### src/rtl/sd_tx_pkg.sv
// Shared types and constants for the SD single-block write-data transmitter.
package sd_tx_pkg;

  typedef enum logic [3:0] {
    S_IDLE, S_START, S_DATA, S_CRC, S_END, S_REL, S_WSTAT, S_STAT, S_BUSY, S_DONE
  } state_e;

  localparam logic [2:0] RES_OK        = 3'd0;
  localparam logic [2:0] RES_CRC_ERR   = 3'd1;
  localparam logic [2:0] RES_WR_ERR    = 3'd2;
  localparam logic [2:0] RES_STAT_TMO  = 3'd3;
  localparam logic [2:0] RES_BUSY_TMO  = 3'd4;
  localparam logic [2:0] RES_UNDERRUN  = 3'd5;
  localparam logic [2:0] RES_BAD_TOKEN = 3'd6;
  localparam logic [2:0] RES_ABORTED   = 3'd7;

  localparam logic [2:0] TOK_OK  = 3'b010;
  localparam logic [2:0] TOK_CRC = 3'b101;
  localparam logic [2:0] TOK_WR  = 3'b110;

  localparam logic [15:0] CRC16_POLY = 16'h1021;

endpackage

### src/rtl/sd_crc16_sync.sv
// CRC16 (x^16+x^12+x^5+1) LFSR, MSB-first; clear beats step, step beats plain shift-out.
module sd_crc16_sync
  import sd_tx_pkg::*;
(
  input  logic        clk,
  input  logic        rst,
  input  logic        clr_i,
  input  logic        step_i,
  input  logic        bit_i,
  input  logic        shift_i,
  output logic [15:0] crc_o
);

  logic [15:0] crc_q, crc_d;
  logic        fb;

  always_comb begin
    crc_d = crc_q;
    fb    = bit_i ^ crc_q[15];
    if (clr_i)
      crc_d = '0;
    else if (step_i)
      crc_d = {crc_q[14:0], 1'b0} ^ (fb ? CRC16_POLY : 16'h0000);
    else if (shift_i)
      crc_d = {crc_q[14:0], 1'b0};
  end

  always_ff @(posedge clk) begin
    if (rst) crc_q <= '0;
    else     crc_q <= crc_d;
  end

  assign crc_o = crc_q;

endmodule

### src/rtl/sd_data_tx_ctrl.sv
// Single-block SD write on DAT0 (1-bit mode): start, data, CRC16, end, CRC-status token, busy wait.
//   state  | meaning
//   IDLE   | line released, waiting for start_i
//   START  | drive start bit (0) on next strobe
//   DATA   | shift out BLKSIZE bytes MSB-first, stepping CRC
//   CRC    | shift out 16 CRC bits, CRC[15] first
//   END    | drive end bit (1)
//   REL    | release DAT0 on next strobe
//   WSTAT  | wait for status start bit, STAT_TMO strobes max
//   STAT   | sample 3 token bits plus end bit
//   BUSY   | wait for card to release busy, BUSY_TMO strobes max
//   DONE   | one-clk done_o pulse with result_o
module sd_data_tx_ctrl
  import sd_tx_pkg::*;
#(
  parameter int unsigned BLKSIZE  = 512,
  parameter int unsigned STAT_TMO = 64,
  parameter int unsigned BUSY_TMO = 65535
) (
  input  logic       clk,
  input  logic       rst,
  input  logic       sd_clk_en,
  input  logic       start_i,
  input  logic       abort_i,
  input  logic [7:0] data_i,
  input  logic       data_valid_i,
  output logic       data_ready_o,
  input  logic       sd_dat_i,
  output logic       sd_dat_o,
  output logic       sd_dat_oe,
  output logic       busy_o,
  output logic       done_o,
  output logic [2:0] result_o
);

  localparam int unsigned NBITS = BLKSIZE * 8;
  localparam int unsigned BW    = $clog2(NBITS);
  localparam int unsigned RW    = $clog2(BLKSIZE) + 1;
  localparam logic [BW-1:0] BIT_LAST = BW'(NBITS - 1);

  state_e          state_q, state_d;
  logic [BW-1:0]   bit_cnt_q, bit_cnt_d;
  logic [3:0]      sub_cnt_q, sub_cnt_d;
  logic [15:0]     tmo_q, tmo_d;
  logic [2:0]      tok_q, tok_d;
  logic [7:0]      sh_q, sh_d;
  logic [7:0]      hold_q, hold_d;
  logic            hold_full_q, hold_full_d;
  logic [RW-1:0]   req_q, req_d;
  logic            dat_q, dat_d;
  logic            oe_q, oe_d;
  logic [2:0]      res_q, res_d;

  logic            accept, hold_avail;
  logic [7:0]      hold_eff;
  logic            crc_clr, crc_step, crc_bit, crc_shift;
  logic [15:0]     crc;

  sd_crc16_sync u_crc (
    .clk     (clk),
    .rst     (rst),
    .clr_i   (crc_clr),
    .step_i  (crc_step),
    .bit_i   (crc_bit),
    .shift_i (crc_shift),
    .crc_o   (crc)
  );

  assign data_ready_o = ((state_q == S_START) || (state_q == S_DATA)) &&
                        !hold_full_q && (req_q < RW'(BLKSIZE));
  assign accept     = data_valid_i && data_ready_o;
  // A byte handed over in the same clk as a strobe is already usable by that strobe.
  assign hold_avail = hold_full_q || accept;
  assign hold_eff   = accept ? data_i : hold_q;

  always_comb begin
    state_d     = state_q;
    bit_cnt_d   = bit_cnt_q;
    sub_cnt_d   = sub_cnt_q;
    tmo_d       = tmo_q;
    tok_d       = tok_q;
    sh_d        = sh_q;
    hold_d      = hold_q;
    hold_full_d = hold_full_q;
    req_d       = req_q;
    dat_d       = dat_q;
    oe_d        = oe_q;
    res_d       = res_q;
    crc_clr     = 1'b0;
    crc_step    = 1'b0;
    crc_bit     = 1'b0;
    crc_shift   = 1'b0;

    if (accept) begin
      hold_d      = data_i;
      hold_full_d = 1'b1;
      req_d       = req_q + RW'(1);
    end

    case (state_q)
      S_IDLE: begin
        if (start_i) begin
          state_d     = S_START;
          crc_clr     = 1'b1;
          res_d       = RES_OK;
          bit_cnt_d   = '0;
          req_d       = '0;
          hold_full_d = 1'b0;
        end
      end
      S_START: begin
        if (sd_clk_en) begin
          dat_d     = 1'b0;
          oe_d      = 1'b1;
          bit_cnt_d = '0;
          state_d   = S_DATA;
        end
      end
      S_DATA: begin
        if (sd_clk_en) begin
          if (bit_cnt_q[2:0] == 3'd0 && !hold_avail) begin
            oe_d    = 1'b0;
            dat_d   = 1'b1;
            res_d   = RES_UNDERRUN;
            state_d = S_DONE;
          end else begin
            crc_step = 1'b1;
            if (bit_cnt_q[2:0] == 3'd0) begin
              dat_d       = hold_eff[7];
              crc_bit     = hold_eff[7];
              sh_d        = {hold_eff[6:0], 1'b0};
              hold_full_d = 1'b0;
            end else begin
              dat_d   = sh_q[7];
              crc_bit = sh_q[7];
              sh_d    = {sh_q[6:0], 1'b0};
            end
            if (bit_cnt_q == BIT_LAST) begin
              sub_cnt_d = '0;
              state_d   = S_CRC;
            end else begin
              bit_cnt_d = bit_cnt_q + BW'(1);
            end
          end
        end
      end
      S_CRC: begin
        if (sd_clk_en) begin
          dat_d     = crc[15];
          crc_shift = 1'b1;
          sub_cnt_d = sub_cnt_q + 4'd1;
          if (sub_cnt_q == 4'd15) state_d = S_END;
        end
      end
      S_END: begin
        if (sd_clk_en) begin
          dat_d   = 1'b1;
          state_d = S_REL;
        end
      end
      S_REL: begin
        if (sd_clk_en) begin
          oe_d    = 1'b0;
          tmo_d   = 16'(STAT_TMO);
          state_d = S_WSTAT;
        end
      end
      S_WSTAT: begin
        if (sd_clk_en) begin
          if (!sd_dat_i) begin
            sub_cnt_d = '0;
            state_d   = S_STAT;
          end else if (tmo_q <= 16'd1) begin
            res_d   = RES_STAT_TMO;
            state_d = S_DONE;
          end else begin
            tmo_d = tmo_q - 16'd1;
          end
        end
      end
      S_STAT: begin
        if (sd_clk_en) begin
          sub_cnt_d = sub_cnt_q + 4'd1;
          if (sub_cnt_q < 4'd3) begin
            tok_d = {tok_q[1:0], sd_dat_i};
          end else begin
            state_d = S_DONE;
            if (!sd_dat_i)              res_d = RES_BAD_TOKEN;
            else if (tok_q == TOK_OK) begin
              tmo_d   = 16'(BUSY_TMO);
              state_d = S_BUSY;
            end
            else if (tok_q == TOK_CRC)  res_d = RES_CRC_ERR;
            else if (tok_q == TOK_WR)   res_d = RES_WR_ERR;
            else                        res_d = RES_BAD_TOKEN;
          end
        end
      end
      S_BUSY: begin
        if (sd_clk_en) begin
          if (sd_dat_i) begin
            res_d   = RES_OK;
            state_d = S_DONE;
          end else if (tmo_q <= 16'd1) begin
            res_d   = RES_BUSY_TMO;
            state_d = S_DONE;
          end else begin
            tmo_d = tmo_q - 16'd1;
          end
        end
      end
      S_DONE:  state_d = S_IDLE;
      default: state_d = S_IDLE;
    endcase

    // Abort overrides whatever the strobe would have done this clk.
    if (abort_i && state_q != S_IDLE && state_q != S_DONE) begin
      state_d   = S_DONE;
      oe_d      = 1'b0;
      dat_d     = 1'b1;
      res_d     = RES_ABORTED;
      crc_step  = 1'b0;
      crc_shift = 1'b0;
    end
  end

  always_ff @(posedge clk) begin
    if (rst) begin
      state_q     <= S_IDLE;
      bit_cnt_q   <= '0;
      sub_cnt_q   <= '0;
      tmo_q       <= '0;
      tok_q       <= '0;
      sh_q        <= '0;
      hold_q      <= '0;
      hold_full_q <= 1'b0;
      req_q       <= '0;
      dat_q       <= 1'b1;
      oe_q        <= 1'b0;
      res_q       <= RES_OK;
    end else begin
      state_q     <= state_d;
      bit_cnt_q   <= bit_cnt_d;
      sub_cnt_q   <= sub_cnt_d;
      tmo_q       <= tmo_d;
      tok_q       <= tok_d;
      sh_q        <= sh_d;
      hold_q      <= hold_d;
      hold_full_q <= hold_full_d;
      req_q       <= req_d;
      dat_q       <= dat_d;
      oe_q        <= oe_d;
      res_q       <= res_d;
    end
  end

  assign sd_dat_o  = dat_q;
  assign sd_dat_oe = oe_q;
  assign busy_o    = (state_q != S_IDLE);
  assign done_o    = (state_q == S_DONE);
  assign result_o  = res_q;

endmodule

### config.mk
export PLATFORM = sky130hd
export DESIGN_NAME = sd_data_tx_ctrl
export DESIGN_NICKNAME = d
export VERILOG_FILES = /design/src/rtl/sd_tx_pkg.sv /design/src/rtl/sd_crc16_sync.sv /design/src/rtl/sd_data_tx_ctrl.sv
export SDC_FILE = /design/constraint.sdc
export NUM_CORES = 1
export LEC_CHECK = 0
export ABC_AREA = 1
export CAP_MARGIN = 20
export CORE_MARGIN = 4
export CORE_UTILIZATION = 40
export CTS_CLUSTER_DIAMETER = 200
export CTS_CLUSTER_SIZE = 10
export DETAILED_ROUTE_END_ITERATION = 7
export HOLD_SLACK_MARGIN = 0.12
export PLACE_DENSITY = 0.67
export SYNTH_ARGS = -nofsm -noshare
export SYNTH_HDL_FRONTEND = slang
export SYNTH_SLANG_ARGS = --single-unit
export TNS_END_PERCENT = 5
### constraint.sdc
create_clock -name clk -period 1.8 [get_ports clk]
set_input_delay 0.27 -clock clk [delete_from_list [all_inputs] [get_ports clk]]
set_output_delay 0.27 -clock clk [all_outputs]
set_load 0.01 [all_outputs]
# == Word-level counts from Yosys, hierarchy flattened ==
# Index checks and enable logic that the tools add are counted.
# classes
n_eq_ne,54
reduce_logical,33
addsub,4
bitwise_logic,3
magnitude_cmp,3
n_mux,97
# ops
operator,n
$mux W16,12
$mux W4,23
$pmux W16 S4,1
$mux W12,5
$mux W3,16
$ne A2 B2 Y1 const B,18
$pmux W12 S3,1
$pmux W4 S9,1
$reduce_and A12 Y1,3
$ne A3 B3 Y1 const B,11
$mux W10,3
$mux W1,27
$eq A4 B3 Y1 const B,4
$le A16 B1 Y1 const B,1
$mux W8,2
$sub A16 B1 Y16 const B,1
$xor A16 B16 Y16,1
$pmux W3 S5,1
$mux W13,1
$add A12 B1 Y12 const B,1
$eq A12 B12 Y1 const B,1
$eq A4 B4 Y1 const B,3
$ne A4 B4 Y1 const B,3
$pmux W4 S3,1
32 further kinds,53
# totals
register_bits,87
word_cells,208
input_bits,15

# == Depth between registers and ports, before layout ==
# logic_depth
depth_word,15
ltp_mapped,15
ltp_nobuf,14

# == Hierarchy ==
# A second synthesis with hierarchy kept.
# unflattened
hier_cells,782
area_unflattened_um2,4937.2
# by_module_without_submodules
module,seq_area_each_um2,area_each_um2,instances,cells_per_inst
sd_data_tx_ctrl,1401.3,4282.9,1,693
sd_crc16_sync,320.3,654.4,1,89

# == Worst setup path before layout ==
# OpenSTA, ideal clock, no wires.
# synth_timing
kind,flip-flop to flip-flop
start,register state_q[0]
end,register tmo_q[10]
stages_incl_launch_ff,10
t_arrival_ns,1.658
setup_slack_ns,0.028
path_buffers,2
period_less_slack_ns,1.772
required_time_ns,1.685
setup_ns,0.115
cell_sequence,dfxtp_1 -> buf_2 -> nor2_4 -> nand3_4 -> inv_4 -> nor3_1 -> nor3_4 -> nand3_4 -> buf_6 -> o21a_1
# synth_between
elab_chain_cells,3
elab_cells_between_ends,16
classes_between,eq/ne (13); mux (1); reduce/logical (2)
# synth_lines
item,line,source
from (decl),sd_data_tx_ctrl.sv:41,"state_e state_q, state_d;"
from (signal assigned),sd_data_tx_ctrl.sv:242,state_q <= state_d;
$eq A4 B4 Y1 / $eq A4 B3 Y1 (equally long branches),sd_data_tx_ctrl.sv:100,case (state_q)
$reduce_bool A4 Y1 (no line) / $ne A2 B2 Y1 (equally long branches),--,
$reduce_and A10 Y1 (no line),--,
to (signal assigned),sd_data_tx_ctrl.sv:245,tmo_q <= tmo_d;
to (decl),sd_data_tx_ctrl.sv:44,"logic [15:0] tmo_q, tmo_d;"
# Parallel ways exist; a longest one is shown, timed or not.
# A chain may end at the register's enable or synchronous reset.

# == Final worst setup path ==
# layout_timing
start,register state_q[2]
end,register req_q[7]
# layout_between
elab_chain_cells,8
elab_cells_between_ends,10
classes_between,eq/ne (2); mux (3); reduce/logical (5)
# layout_lines
item,line,source
$eq A4 B1 Y1 / $eq A4 B2 Y1 (equally long branches),sd_data_tx_ctrl.sv:69,assign data_ready_o = ((state_q == S_START) || (state_q == S_DATA)) &&
$logic_or A1 B1 Y1,sd_data_tx_ctrl.sv:69,
$logic_and A1 B1 Y1,sd_data_tx_ctrl.sv:69,
$logic_and A1 B1 Y1,sd_data_tx_ctrl.sv:70,!hold_full_q && (req_q < RW'(BLKSIZE));
$logic_and A1 B1 Y1,sd_data_tx_ctrl.sv:71,assign accept = data_valid_i && data_ready_o;
$mux W10,sd_data_tx_ctrl.sv:94,if (accept) begin
$mux W10,sd_data_tx_ctrl.sv:102,if (start_i) begin
$mux W10 (*),sd_data_tx_ctrl.sv:100,
to (signal assigned),sd_data_tx_ctrl.sv:250,req_q <= req_d;
to (decl),sd_data_tx_ctrl.sv:49,"logic [RW-1:0] req_q, req_d;"
# Mark *: on every way between the ends. The rest lies on a longest branch, timed or not.

==> run_results.csv <==
group,metric,value,unit
critical_path,cp.arrival,2.12,ns
synthesis,syn-cell-area,4720,µm²
outcome,status,"complete, but fails checks",
clock_network,path_clk_slew,0.07,ns
critical_path,required,2.05,ns
clock_network,hold_buffers,0,
critical_path,worst_path_max_delay_cell,"dfxtp_4",
die,die_height,117,µm
synthesis,netlist_instances,673,
placed_design,portBuffers,22,
detailed_routing,routed_wl,13000,µm
detailed_routing,drt_first_pass_iters,5,
min_path,min_delay_path_depth,2,
power,cellPowerDensity,1620,nW/µm²
synthesis,synth-seq-cells,86,
clock_network,clk_path_buf_depth,2,
grt,first_global_vias,4664,
timing,setup_viol,3,
clock_network,cts.sinks,86,
synthesis,syn_avg_cell_area,7.01,µm²
timing,fmax,536,MHz
critical_path,path_depth,11,
critical_path,path_class,"reg -> reg",
die,fp-row-count,39,
timing,skew,0.00840,ns
synthesis,syn-num-nets,694,
grt,grt_max_degree,37,
critical_path,critPathCaptureType,"register",
critical_path,crit_buf_inv,2,
timing,finalCritPeriodShare,104,%
clock_network,clock-root-buffer,"clkbuf_16",
placed_design,place_congestion,0.955,
clock_network,cts_inserted_buffers,9,
placed_design,dp_slack,-0.165,ns
grt,grt_pass1_wl,21300,µm
grt,antenna_found_initial,0,
critical_path,cpLargestDelayFamily,"simple AND/OR/NAND/NOR gates",
timing,layout_min_cycle_time,1.87,ns
critical_path,crit_chain,"nor2_4, nand2_2, nor2_4, nand3_4, buf_12, clkinv_8, nand2_4, nor4_4, nand2_1, o21ai_1, a21oi_1",
critical_path,cpMostUsedCell,"nor2_4",
detailed_routing,drt-initial-drc-count,320,
synthesis,ys_warn_count,0,
grt,track_usage,19.6,%
min_path,hp-start,"tmo_q[6]",
critical_path,crit_path_start_kind,"register",
detailed_routing,viasPerCell,5.10,
die,initial_core_util,41.1,%
timing,finalMaxSlewViolations,0,
clock_network,htreeDepth,3,
critical_path,reg2regPathDepth,11,
placed_design,dp_cells,923,
placed_design,hpwlAfterDp,9160,µm
grt,overflow,0,
synthesis,ys_types,41,
detailed_routing,routedWlPerCell,13.7,µm
timing,holdWs,0.467,ns
flow_run,max-cap-violations,0,
die,fp.dieW,117,µm
clock_network,cts_tree,"done",
layout,final_nets,823,
layout,drive_gt1_share,30.5,%
detailed_routing,vias,4846,
timing,fin_ws,-0.0662,ns
min_path,min_path_type,"reg -> reg",
critical_path,regToRegStartpoint,"state_q[2]",
layout,fin_cells,950,
clock_network,clk_latency,0.36,ns
outcome,violations,"setup timing",
critical_path,crit_path_start,"state_q[2]",
detailed_routing,ant_nets,0,
timing,worst_pin_slew,0.498,ns
die,io_pins,23,
die,core,11500,µm²
power,ir_drop,1.05,mV
die,die_area,13600,µm²
timing,hold_viol,0,
power,power,10.6,mW
timing,finalSetupTns,-0.0728,ns
timing,slew_headroom,66.8,%
layout,area_growth,38.8,%
layout,num_antenna_cells,0,
critical_path,path_max_fanout,5,
power,cellLeakagePower,2.76,nW
detailed_routing,drcViolationCount,0,
synthesis,synth_sequential_area_ratio,36.5,%
critical_path,cpPeakStageDelay,0.37,ns
timing,rsz0062_at_grt,"true",
## synth_stat cells, drive strengths merged
library cell / count / area, µm²
a211oi: 1 / 7.51
a21oi: 68 / 370
a311oi: 1 / 8.76
buf: 9 / 70.1
clkbuf: 9 / 33.8
dfxtp: 86 / 1720
ha: 6 / 75.1
inv: 77 / 299
mux2i: 6 / 60.1
nand2: 118 / 483
nand3: 45 / 298
nand3b: 2 / 15.0
nand4: 12 / 81.3
nor2: 120 / 495
nor3: 25 / 161
nor3b: 2 / 15.0
nor4: 4 / 25.0
o2111ai: 2 / 17.5
o211ai: 1 / 7.51
o21a: 13 / 97.6
o21ai: 54 / 274
o22ai: 1 / 6.26
or2: 1 / 6.26
xnor2: 1 / 8.76
xor2: 9 / 78.8
## where the power goes
group          switching [mW]  total (mW)  internal [mW]
Sequential              0.262        2.49           2.23
Combinational            3.42        6.15           2.73
Clock                   0.872        1.98           1.10
Total                    4.55        10.6           6.07
## worst reg2reg max path: cells and delay by family, from the launching register on
kind / cells / cell delay [ns]
DFF: 1 / 0.37
and+or+nand+nor: 7 / 0.95
buffers and inverters: 2 / 0.21
AOI/OAI and AO/OA: 2 / 0.25
## worst paths after layout
kind / end / slack [ns]
max: req_q[7] / -0.07
min: tmo_q[6] / 0.47
max reg2reg: req_q[7] / -0.07
min reg2reg: tmo_q[6] / 0.47
## registers in the layout (all words and copies together) (netlist names)
register	cells
req_q	10
hold_q	8
hold_full_q	1
state_q	4
sh_q	7
tmo_q	16
result_o	3
sd_dat_o	1
sd_dat_oe	1
u_crc.crc_o	16
sub_cnt_q	4
bit_cnt_q	12
tok_q	3
## layout make-up
| class | count | area [µm²] |
|---|---|---|
| repair buffers | 135 | 1100 |
| well taps | 143 | 179 |
| multi-input cells | 493 | 2890 |
| clock inverters | 7 | 85.1 |
| clock buffers | 9 | 225 |
| fillers | 1006 | 4920 |
| flip-flops and latches | 86 | 1740 |
| inverters | 77 | 322 |
## timing repair
action / in CTS / in global routing
buffers inserted: 2 / 8
pin swaps: 2 / 19
cloned: 0 / 1
endpoints found under the setup margin: 59 / 67
gates resized for setup: 24 / 84
## logic make-up (layout without fill, tap and decap cells)
kind of cell / after synthesis / after routing / synth area share [%]
AO/OA/AOI/OAI: 141 / 141 / 16.7
XOR/XNOR: 10 / 10 / 1.86
adder cells (fa/ha/maj): 6 / 6 / 1.59
buffers and inverters: 95 / 228 / 8.54
flip-flops: 86 / 86 / 36.5
multiplexers: 6 / 6 / 1.27
AND/OR/NAND/NOR: 329 / 330 / 33.5
## stage by stage
step | cell area (µm²) | util, %
finish | 6550 | 57.1
global route | 6550 | 57.1
CTS | 6200 | 54.1
detailed placement | 5810 | 50.7
global placement | 5810 | 50.7
floorplan | 4720 | -
## metal layers
layer | track usage (%) | vias to the layer above | wire length [µm]
met5 | 0 | - | 0
li1 | - | 2486 | -
met3 | 4.72 | 20 | 563
met4 | 7.49 | 0 | 241
met1 | 25.5 | 2245 | 5970
met2 | 31.7 | 95 | 6230
## layout by cell type, fill, tap and decap left out, types with 8 or more instances in the layout
cell,netlist,routed
inv_1,62,59
inv_2,12,11
nor2_2,3,14
nor3_1,19,16
nand4_1,11,11
o21ai_0,41,31
a21oi_2,8,10
nor2_1,112,95
nand2_1,106,98
nor2_4,5,11
clkbuf_16,0,9
clkdlybuf4s50_1,0,19
xor2_1,9,9
nand2_4,2,8
buf_4,0,108
o21ai_1,12,19
dfxtp_1,86,76
o21a_1,13,13
nand3_1,38,34
a21oi_1,60,58
nand2_2,10,11
Power figures use the tool's default switching activity.
